===== src/rtl/alu_arbiter.sv =====
// alu_arbiter
//   Two-requester round-robin arbiter in front of a small bitwise ALU.
//   A granted operation is captured in IDLE, evaluated in EXEC and held
//   in OUT until the consumer takes it (one op per 3 cycles at best).
//
// Ports
//   clk                      single clock, rising edge
//   rst_n                    asynchronous active-low reset
//   reqN_valid / reqN_ready  requester N handshake (ready is combinational,
//                            high only in IDLE for the granted requester)
//   reqN_op                  00 AND, 01 OR, 10 XOR, 11 NOT a
//   reqN_a / reqN_b          operands, WIDTH bits
//   res_valid / res_ready    result handshake
//   res_data / res_id        registered result and the requester owning it
//   stall_cnt                (only with ALU_ARB_STALL_CNT_EN) saturating count
//                            of cycles with res_valid && !res_ready
//
// Optional feature macro: ALU_ARB_STALL_CNT_EN
module alu_arbiter #(
  parameter int WIDTH = 16
) (
  input  logic             clk,
  input  logic             rst_n,
  input  logic             req0_valid,
  output logic             req0_ready,
  input  logic [1:0]       req0_op,
  input  logic [WIDTH-1:0] req0_a,
  input  logic [WIDTH-1:0] req0_b,
  input  logic             req1_valid,
  output logic             req1_ready,
  input  logic [1:0]       req1_op,
  input  logic [WIDTH-1:0] req1_a,
  input  logic [WIDTH-1:0] req1_b,
  output logic             res_valid,
  input  logic             res_ready,
  output logic [WIDTH-1:0] res_data,
  output logic             res_id
`ifdef ALU_ARB_STALL_CNT_EN
  ,
  output logic [15:0]      stall_cnt
`endif
);

  typedef enum logic [1:0] {IDLE, EXEC, OUT} state_t;

  state_t           state, state_nxt;
  logic             ptr;      // requester that wins the next contention
  logic             grant0, grant1;
  logic [1:0]       op_p0;
  logic [WIDTH-1:0] a_p0, b_p0;
  logic             id_p0;

  function automatic logic [WIDTH-1:0] alu_calc(input logic [1:0] op,
                                                input logic [WIDTH-1:0] a,
                                                input logic [WIDTH-1:0] b);
    case (op)
      2'b00:   return a & b;
      2'b01:   return a | b;
      2'b10:   return a ^ b;
      default: return ~a;
    endcase
  endfunction

`ifdef ALU_ARB_STALL_CNT_EN
  function automatic logic [15:0] sat_inc(input logic [15:0] v);
    return (v == 16'hFFFF) ? v : v + 16'd1;
  endfunction
`endif

  // Grants are gated by rst_n so both readies drop the instant reset asserts.
  always_comb begin
    state_nxt = state;
    grant0    = 1'b0;
    grant1    = 1'b0;
    case (state)
      IDLE: begin
        if (rst_n) begin
          grant0 = req0_valid && (!req1_valid || !ptr);
          grant1 = req1_valid && !grant0;
          if (grant0 || grant1) state_nxt = EXEC;
        end
      end
      EXEC:    state_nxt = OUT;
      OUT:     if (res_ready) state_nxt = IDLE;
      default: state_nxt = IDLE;
    endcase
  end

  assign req0_ready = grant0;
  assign req1_ready = grant1;

  always_ff @(posedge clk or negedge rst_n) begin
    if (!rst_n) state <= IDLE;
    else        state <= state_nxt;
  end

  // Capture stage: operands of the granted requester
  always_ff @(posedge clk) begin
    if (grant0 || grant1) begin
      op_p0 <= grant1 ? req1_op : req0_op;
      a_p0  <= grant1 ? req1_a  : req0_a;
      b_p0  <= grant1 ? req1_b  : req0_b;
      id_p0 <= grant1;
    end
  end

  // Result stage; the pointer only moves when both requesters competed
  always_ff @(posedge clk or negedge rst_n) begin
    if (!rst_n) begin
      ptr       <= 1'b0;
      res_valid <= 1'b0;
      res_data  <= '0;
      res_id    <= 1'b0;
    end else begin
      if (grant0 && req1_valid) ptr <= 1'b1;
      if (grant1 && req0_valid) ptr <= 1'b0;
      if (state == EXEC) begin
        res_data  <= alu_calc(op_p0, a_p0, b_p0);
        res_id    <= id_p0;
        res_valid <= 1'b1;
      end else if (state == OUT && res_ready) begin
        res_valid <= 1'b0;
      end
    end
  end

`ifdef ALU_ARB_STALL_CNT_EN
  always_ff @(posedge clk or negedge rst_n) begin
    if (!rst_n)                       stall_cnt <= 16'd0;
    else if (res_valid && !res_ready) stall_cnt <= sat_inc(stall_cnt);
  end
`endif

endmodule


===== config.mk =====
export PLATFORM = sky130hd
export DESIGN_NAME = alu_arbiter
export DESIGN_NICKNAME = d
export VERILOG_FILES = /design/src/rtl/alu_arbiter.sv
export SDC_FILE = /design/constraint.sdc
export NUM_CORES = 1
export LEC_CHECK = 0
export CAP_MARGIN = 20
export CORE_MARGIN = 2
export CORE_UTILIZATION = 52
export CTS_BUF_LIST = sky130_fd_sc_hd__clkbuf_16
export CTS_CLUSTER_SIZE = 12
export DETAILED_ROUTE_END_ITERATION = 8
export GPL_TIMING_DRIVEN = 1
export HOLD_SLACK_MARGIN = 0.08
export PLACE_DENSITY_LB_ADDON = 0.3
export SYNTH_ARGS = -nofsm -noshare
export SYNTH_HDL_FRONTEND = slang
export SYNTH_SLANG_ARGS = --single-unit

===== constraint.sdc =====
create_clock -name clk -period 3.9 [get_ports clk]
set_input_delay 0.975 -clock clk [delete_from_list [all_inputs] [get_ports clk]]
set_output_delay 0.975 -clock clk [all_outputs]
set_load 0.02 [all_outputs]

# Word level (Yosys, flattened, before mapping)

Cells that the tools add are included.

Register bits: 56
Input bits: 73
Output and inout port bits: 20
Word-level logic and storage cells: 52

Eq/ne operators: 7
Muxes and demuxes: 16
Bitwise logic cells: 4
Reductions and logical operators: 16

Operators with widths:

| cell                                          | count |
|---|---|
| one-hot mux 16 bit (3 select lines)           | 1 |
| 2-to-1 mux 16 bit                             | 2 |
| AND 16 bit                                    | 1 |
| NOT 16 bit                                    | 1 |
| OR 16 bit                                     | 1 |
| bitwise XOR 16 bit                            | 1 |
| 2-to-1 mux 1 bit                              | 8 |
| 2-to-1 mux 2 bit                              | 4 |
| != test 2 bit, second input constant          | 3 |
| one-hot mux 2 bit (3 select lines)            | 1 |
| logical AND 1 bit                             | 5 |
| == test 2 x 1 -> 1 bit, second input constant | 2 |
| == test 2 bit, second input constant          | 2 |
| logical NOT 2 bit                             | 2 |
| nonzero test 2 bit                            | 2 |
| logical NOT 1 bit                             | 3 |
| logical OR 1 bit                              | 3 |
| AND reduction 3 bit                           | 1 |

# Logic depth before layout (Yosys ltp)

Gate-level depths: netlist (run 1).

Word-level depth: 9
Depth in mapped cells: 5

# Worst setup path before layout (run 1)

No wires, ideal clock.

Path kind: input to output
Start point: input port rst_n
End point: output port req1_ready
Data arrival time: 1726 ps
Required time: 2925 ps
Path slack: 1199 ps
Stages: 4
Path through: nor3b_4 -> nand3_4 -> buf_6 -> inv_1

Cells in the longest elaborated chain, start to end: 2

RTL lines:

| element          | line | text |
|---|---|---|
| from (decl)      | 23   | `input logic rst_n,` |
| 2-to-1 mux 1 bit | 77   | `if (rst_n) begin` |
| 2-to-1 mux 1 bit | 75   | `case (state)` |
| to (decl)        | 30   | `output logic req1_ready,` |

Every way passes these cells.

# Final worst setup path (run 1)

Start point: input port rst_n
End point: output port req0_ready

Cells in the longest elaborated chain, start to end: 2

RTL lines:

| element          | line | text |
|---|---|---|
| 2-to-1 mux 1 bit | 77   |  |
| 2-to-1 mux 1 bit | 75   |  |
| to (decl)        | 25   | `output logic req0_ready,` |

Every way passes these cells.

==> results of run 1 <==
## how the worst max path moves through the flow
stage / from / end / slack (ps) / cells after the start
2_1_floorplan: rst_n / req1_ready / 1200 / 4
3_3_place_gp: rst_n / req0_ready / 370 / 4
3_5_place_dp: rst_n / req0_ready / 370 / 4
4_1_cts: rst_n / req0_ready / 350 / 4
5_1_grt: rst_n / req0_ready / 280 / 4
6_report: rst_n / req0_ready / 360 / 4
## sequential cells by signal, indices dropped and copies added, names as in the netlist
register	cells
res_valid	1
id_p0	1
ptr	1
a_p0	16
b_p0	16
res_data	16
op_p0	2
res_id	1
state	2
## metrics by stage
stage / util / hold slack, ps
6_report: 0.711 / 487
5_1_grt: 0.711 / 524
4_1_cts: 0.706 / 495
3_5_place_dp: 0.684 / 479
3_3_place_gp: 0.684 / 470
2_1_floorplan: - / 455
## synth_stat cells, types with 6 or more instances
| master | count |
|---|---|
| a211oi_1 | 9 |
| a21oi_1 | 10 |
| a221o_1 | 9 |
| dfrtp_1 | 21 |
| edfxtp_1 | 35 |
| ha_1 | 32 |
| inv_1 | 39 |
| mux2_2 | 6 |
| mux2_4 | 29 |
| mux2i_1 | 12 |
| nand2_1 | 12 |
| nor2_1 | 17 |
| o221ai_1 | 7 |
## cell type report
cell class                 instances  share of cell area
sequential                        56               0.353
timing repair buffer              96               0.218
multi-input combinational        160               0.344
clock inverter                     3             0.00281
tap                               77              0.0216
inverter                          39              0.0328
clock buffer                       5              0.0281
## metal layers
layer	up-vias	global-route usage	routed length (um)
met4	0	0.0616	78
met1	1074	0.210	2410
met2	69	0.330	3230
li1	1122	-	-
met5	-	0	0
met3	6	0.0287	327
## placed cells by master, fill, tap and decap left out
| master | instances |
|---|---|
| dfrtp_1 | 21 |
| or2_2 | 1 |
| a211oi_1 | 9 |
| mux2i_1 | 12 |
| nand3b_1 | 1 |
| mux2_2 | 6 |
| o21a_1 | 1 |
| nand3_1 | 1 |
| ha_1 | 32 |
| nand3_4 | 1 |
| nand2b_1 | 3 |
| clkdlybuf4s50_1 | 92 |
| a221o_1 | 9 |
| o21ai_0 | 4 |
| mux2_4 | 29 |
| a21oi_1 | 10 |
| clkbuf_16 | 5 |
| buf_4 | 3 |
| nor2_1 | 17 |
| nor2_2 | 1 |
| nand2_1 | 12 |
| xnor2_1 | 1 |
| and3_1 | 1 |
| edfxtp_1 | 35 |
| nor3b_4 | 1 |
| inv_1 | 41 |
| buf_16 | 1 |
| o21a_2 | 1 |
| clkinv_2 | 1 |
| o221ai_1 | 7 |
## kinds of logic after synthesis
group | after synthesis | share of synthesized area
AOI/OAI and AO/OA | 41 | 0.0912
xor gates and xnor gates | 1 | 0.00263
adders and majority gates | 32 | 0.120
buffers and inverters | 52 | 0.0672
DFF | 56 | 0.473
muxes | 47 | 0.187
and+or+nand+nor | 39 | 0.0586
## power groups by stage
stage	clock, mW	sequential (mW)	combinational [mW]
2_1_floorplan	0	0.993	0.354
3_3_place_gp	0	0.903	0.758
3_5_place_dp	0	0.910	0.785
4_1_cts	0.431	0.900	0.787
5_1_grt	0.456	0.913	0.859
6_report	0.421	0.892	0.792
## worst max-delay path, cell delays in order
cell and delay, ps:
clkdlybuf4s50_1 480, nor3b_4 310, and3_1 210, clkdlybuf4s50_1 600
==> results_dict.tcl, run 1 <==
set metrics [dict create \
    p_total_mw 2.10 \
    regArea_sq_um 1580 \
    stdcell_count 436 \
    setup_ws_ps 358 \
    criticalPathCategory "primary input to primary output" \
    peakVddDrop_v 0.000271 \
    worst-r2r-cell-count 3 \
    pwr-share-clk 0.200 \
    syn2layout_area_growth_pct 33.9 \
    cts.path.max_buffers 2 \
    synth_area_leaders "edfxtp_1 32%, dfrtp_1 16%, mux2_4 13%" \
    placed_area_sq_um 4300 \
    cts_tree "yes" \
    drc 0 \
    dieWidth_um 84.0 \
    synth_top_area_frac 0.315 \
    cp.arrival_ps 2570 \
    grt_pass1_vias 2211 \
    cts_hold_buffers 0 \
    pin_count 93 \
    avgSynthCellArea_sq_um 12.4 \
    slew_headroom 0.421 \
    fin_crit_sh 0.908 \
    final_area_sq_um 4460 \
    postCtsSetupBuffers 0 \
    swShare 0.310 \
    synth_warnings 0 \
    insertion_delay_ps 280 \
    hold_path.class "flop to flop" \
    synth_area_sq_um 3330 \
    design.die.area_sq_um 7060 \
    critPathLaunchType "primary input" \
    fin_skew_ps 3.85 \
    timing.rr.start "state[1]" \
    hold_path.startpoint "id_p0" \
    pwr-share-seq 0.424 \
    ys_types 27 \
    ctsResizeCount 0 \
    outcome "finished clean" \
    fmax_ghz 0.282 \
    slew_violations 0 \
    drive_gt1_frac 0.139 \
    postSynthNetCount 373 \
    portBuffers 92 \
    grt_max_degree 40 \
    pwr-share-comb 0.376 \
    antenna_cells 0 \
    core.rowCount 29 \
    routabilityCongestion 0.717 \
    numCtsBuffers 5 \
    holdPathEnd "res_id" \
    synth_seq_area_share 0.473 \
    synth_ff_type "edfxtp_1" \
    antenna_found_initial 0 \
    internal-power_mw 1.45 \
    synth_area_leader_cell "edfxtp_1" \
    coreArea_sq_um 6280 \
    postSynthCellCount 268 \
    antenna_left 0 \
    fin_crit_ps 3540 \
    setup_viol 0 \
    power.density_nw_per_um2 472 \
    totalWireLength_mm 6.04 \
    tightest_slew_ps 869 \
    first_pass_iters 4 \
    rsz0062_at_grt "false" \
    grt_pass1_wl_mm 10.1 \
    multi_input_area_sq_um 1530 \
    finalSetupTns_ps 0 \
    crit_path_end_kind "primary output" \
    start_util 0.531 \
    p_sw_mw 0.652 \
    clk_pin_slew_worst_paths_ps 60 \
    r2r-end "res_data[3]" \
    async_flop_share 0.375 \
    clock-sinks 56 \
    grt-ovfl-total 0 \
    hold_viol 0 \
    final_nets 463 \
    cts_root_buf "clkbuf_16" \
    num_vias 2271 \
    fill_cells 448 \
    p_leak_nw 2.02 \
    required_ps 2920 \
    maxCapViolations 0 \
    chipHeight_um 84.0 \
    worstPathMaxFanout 5 \
    ys_ff_latch 56 \
    ctsHtreeMaxLevel 2 \
    dpl.hpwl_mm 4.47 \
    grt_usage 0.179 \
    vias_per_cell 5.21 \
    min_path_cells 1 \
    regToRegSetupSlack_ps 1990 \
    routedWlPerCell_um 13.9 \
    initialDrtViolationCount 101 \
    place_ws_ps 368 \
    placed_cells 427 \
    synth_edf_count 35 \
]
Note: power is estimated with default switching activity, not from simulation.
==> run 2: changes to the inputs <==
ABC_CLOCK_PERIOD_IN_PS = 3900   (was default)
==> results of run 2 <==
The final DEF is identical to that of run 1; final timing and power are the same.
==> run 3: changes to the inputs <==
CAP_MARGIN = 30   (was 20)
==> run 3 against run 2 <==
Fmax is 0.21% lower. Cell area hardly changed. Combinational power hardly changed. Non-clock buffer count stayed put. Sequential share of layout area hardly changed. Clock power hardly changed. Sequential power hardly changed. Global-route usage is 0.32 points higher. Clock skew hardly changed. Critical endpoint unchanged. Utilization hardly changed.
==> results_dict.tcl, run 3 (synthesis results as in run 1) <==
set metrics [dict create \
    grt_usage 0.182 \
    fin_crit_ps 3550 \
    finalSetupTns_ps 0 \
    portBuffers 92 \
    fin_skew_ps 4.34 \
    clock-sinks 56 \
    criticalPathCategory "primary input to primary output" \
    drive_gt1_frac 0.136 \
    fill_cells 433 \
    setup_viol 0 \
    chipHeight_um 84.0 \
    largestRegisters "a_p0: 16 flops, b_p0: 16 flops, res_data: 16 flops" \
    regArea_sq_um 1580 \
    crit_path_end_kind "primary output" \
    ctsResizeCount 0 \
    clk_pin_slew_worst_paths_ps 70 \
    grt_pass1_vias 2261 \
    final_area_sq_um 4460 \
    place_ws_ps 369 \
    pwr-share-comb 0.377 \
    slew_headroom 0.411 \
    crit_path_start "rst_n" \
    placed_area_sq_um 4320 \
    hold_viol 0 \
    fmax_ghz 0.282 \
    required_ps 2920 \
    fin_crit_sh 0.910 \
    maxCapViolations 0 \
    swShare 0.310 \
    timing.rr.start "state[1]" \
    power.density_nw_per_um2 472 \
    antenna_found_initial 0 \
    num_vias 2248 \
    first_pass_iters 4 \
    slew_violations 0 \
    rsz0062_at_grt "false" \
    cts_hold_buffers 0 \
    p_leak_nw 2.02 \
    ctsHtreeMaxLevel 2 \
    cts.path.max_buffers 2 \
    cts_root_buf "clkbuf_16" \
    tightest_slew_ps 883 \
    design.die.area_sq_um 7060 \
    pin_count 93 \
    crit_slowest_cell "clkdlybuf4s50_1" \
    numCtsBuffers 5 \
    antenna_cells 0 \
    pwr-share-seq 0.424 \
    p_total_mw 2.11 \
    dpl.hpwl_mm 4.48 \
    p_sw_mw 0.653 \
    cp.arrival_ps 2570 \
    start_util 0.531 \
    stdcell_count 436 \
    worstPathMaxFanout 5 \
    vias_per_cell 5.16 \
    layout_common_cells "92 x clkdlybuf4s50_1, 41 x inv_1, 35 x edfxtp_1" \
    multi_input_area_sq_um 1530 \
    setup_ws_ps 351 \
    pwr-share-clk 0.199 \
    routedWlPerCell_um 14.0 \
    core.rowCount 29 \
    coreArea_sq_um 6280 \
    hold_path.class "flop to flop" \
    insertion_delay_ps 280 \
    initialDrtViolationCount 71 \
    cp_slowest_stage_delay_ps 600 \
    path_cells "clkdlybuf4s50_1 > nor3b_4 > and3_1 > clkdlybuf4s50_1" \
    final_util 0.710 \
    postCtsSetupBuffers 0 \
    final_common_cell "clkdlybuf4s50_1" \
    crit_top_cell "clkdlybuf4s50_1" \
    syn2layout_area_growth_pct 33.8 \
    placed_cells 428 \
    cts_tree "yes" \
    timing.hold.ws_ps 488 \
    grt-ovfl-total 0 \
    routabilityCongestion 0.717 \
    dieWidth_um 84.0 \
    grt_pass1_wl_mm 10.3 \
    totalWireLength_mm 6.11 \
    antenna_left 0 \
    internal-power_mw 1.45 \
    hold_path.startpoint "id_p0" \
    outcome "finished clean" \
    critPathLaunchType "primary input" \
    final_nets 463 \
    drc 0 \
    grt_max_degree 36 \
    peakVddDrop_v 0.000279 \
]
==> run 3: cell count changes in the layout (fill, tap and decap cells not counted) <==
cell,delta
clkinv_1,+1
clkinv_2,-1
==> run 3: worst max-delay path, delay by kind of cell <==
| kind | cells | cell delay, ps |
|---|---|---|
| simple gates | 2 | 520 |
| buf+inv | 2 | 1080 |
==> run 3: cell type report <==
type / instances / share of cell area
repair buffers: 96 / 0.218
well taps: 77 / 0.0216
multi-input cells: 160 / 0.344
inverters: 39 / 0.0328
clock buffers: 5 / 0.0281
flip-flops and latches: 56 / 0.354
clock inverters: 3 / 0.00253
==> run 3: power by group through the flow <==
stage	combinational [mW]	clock, mW	sequential (mW)
6_report	0.794	0.419	0.893
5_1_grt	0.859	0.452	0.913
4_1_cts	0.804	0.426	0.892
3_5_place_dp	0.800	0	0.901
3_3_place_gp	0.758	0	0.903
2_1_floorplan	0.354	0	0.993
==> run 3: final timing paths <==
path / cells past startpoint / slack, ps / to
setup / recovery: 4 / 350 / req0_ready
hold / removal: 1 / 490 / res_id
setup reg to reg: 3 / 1960 / res_data[9]
hold reg to reg: 1 / 490 / res_id
max in group asynchronous: 2 / 2590 / res_data[3]
min in group asynchronous: 2 / 1080 / ptr
==> run 3: per-layer routing <==
metal,GRT usage,part of all wire,vias to the layer above
met5,0,0,-
met4,0.0630,0.010,0
met3,0.0386,0.050,6
met2,0.333,0.54,63
met1,0.209,0.40,1054
li1,-,-,1125
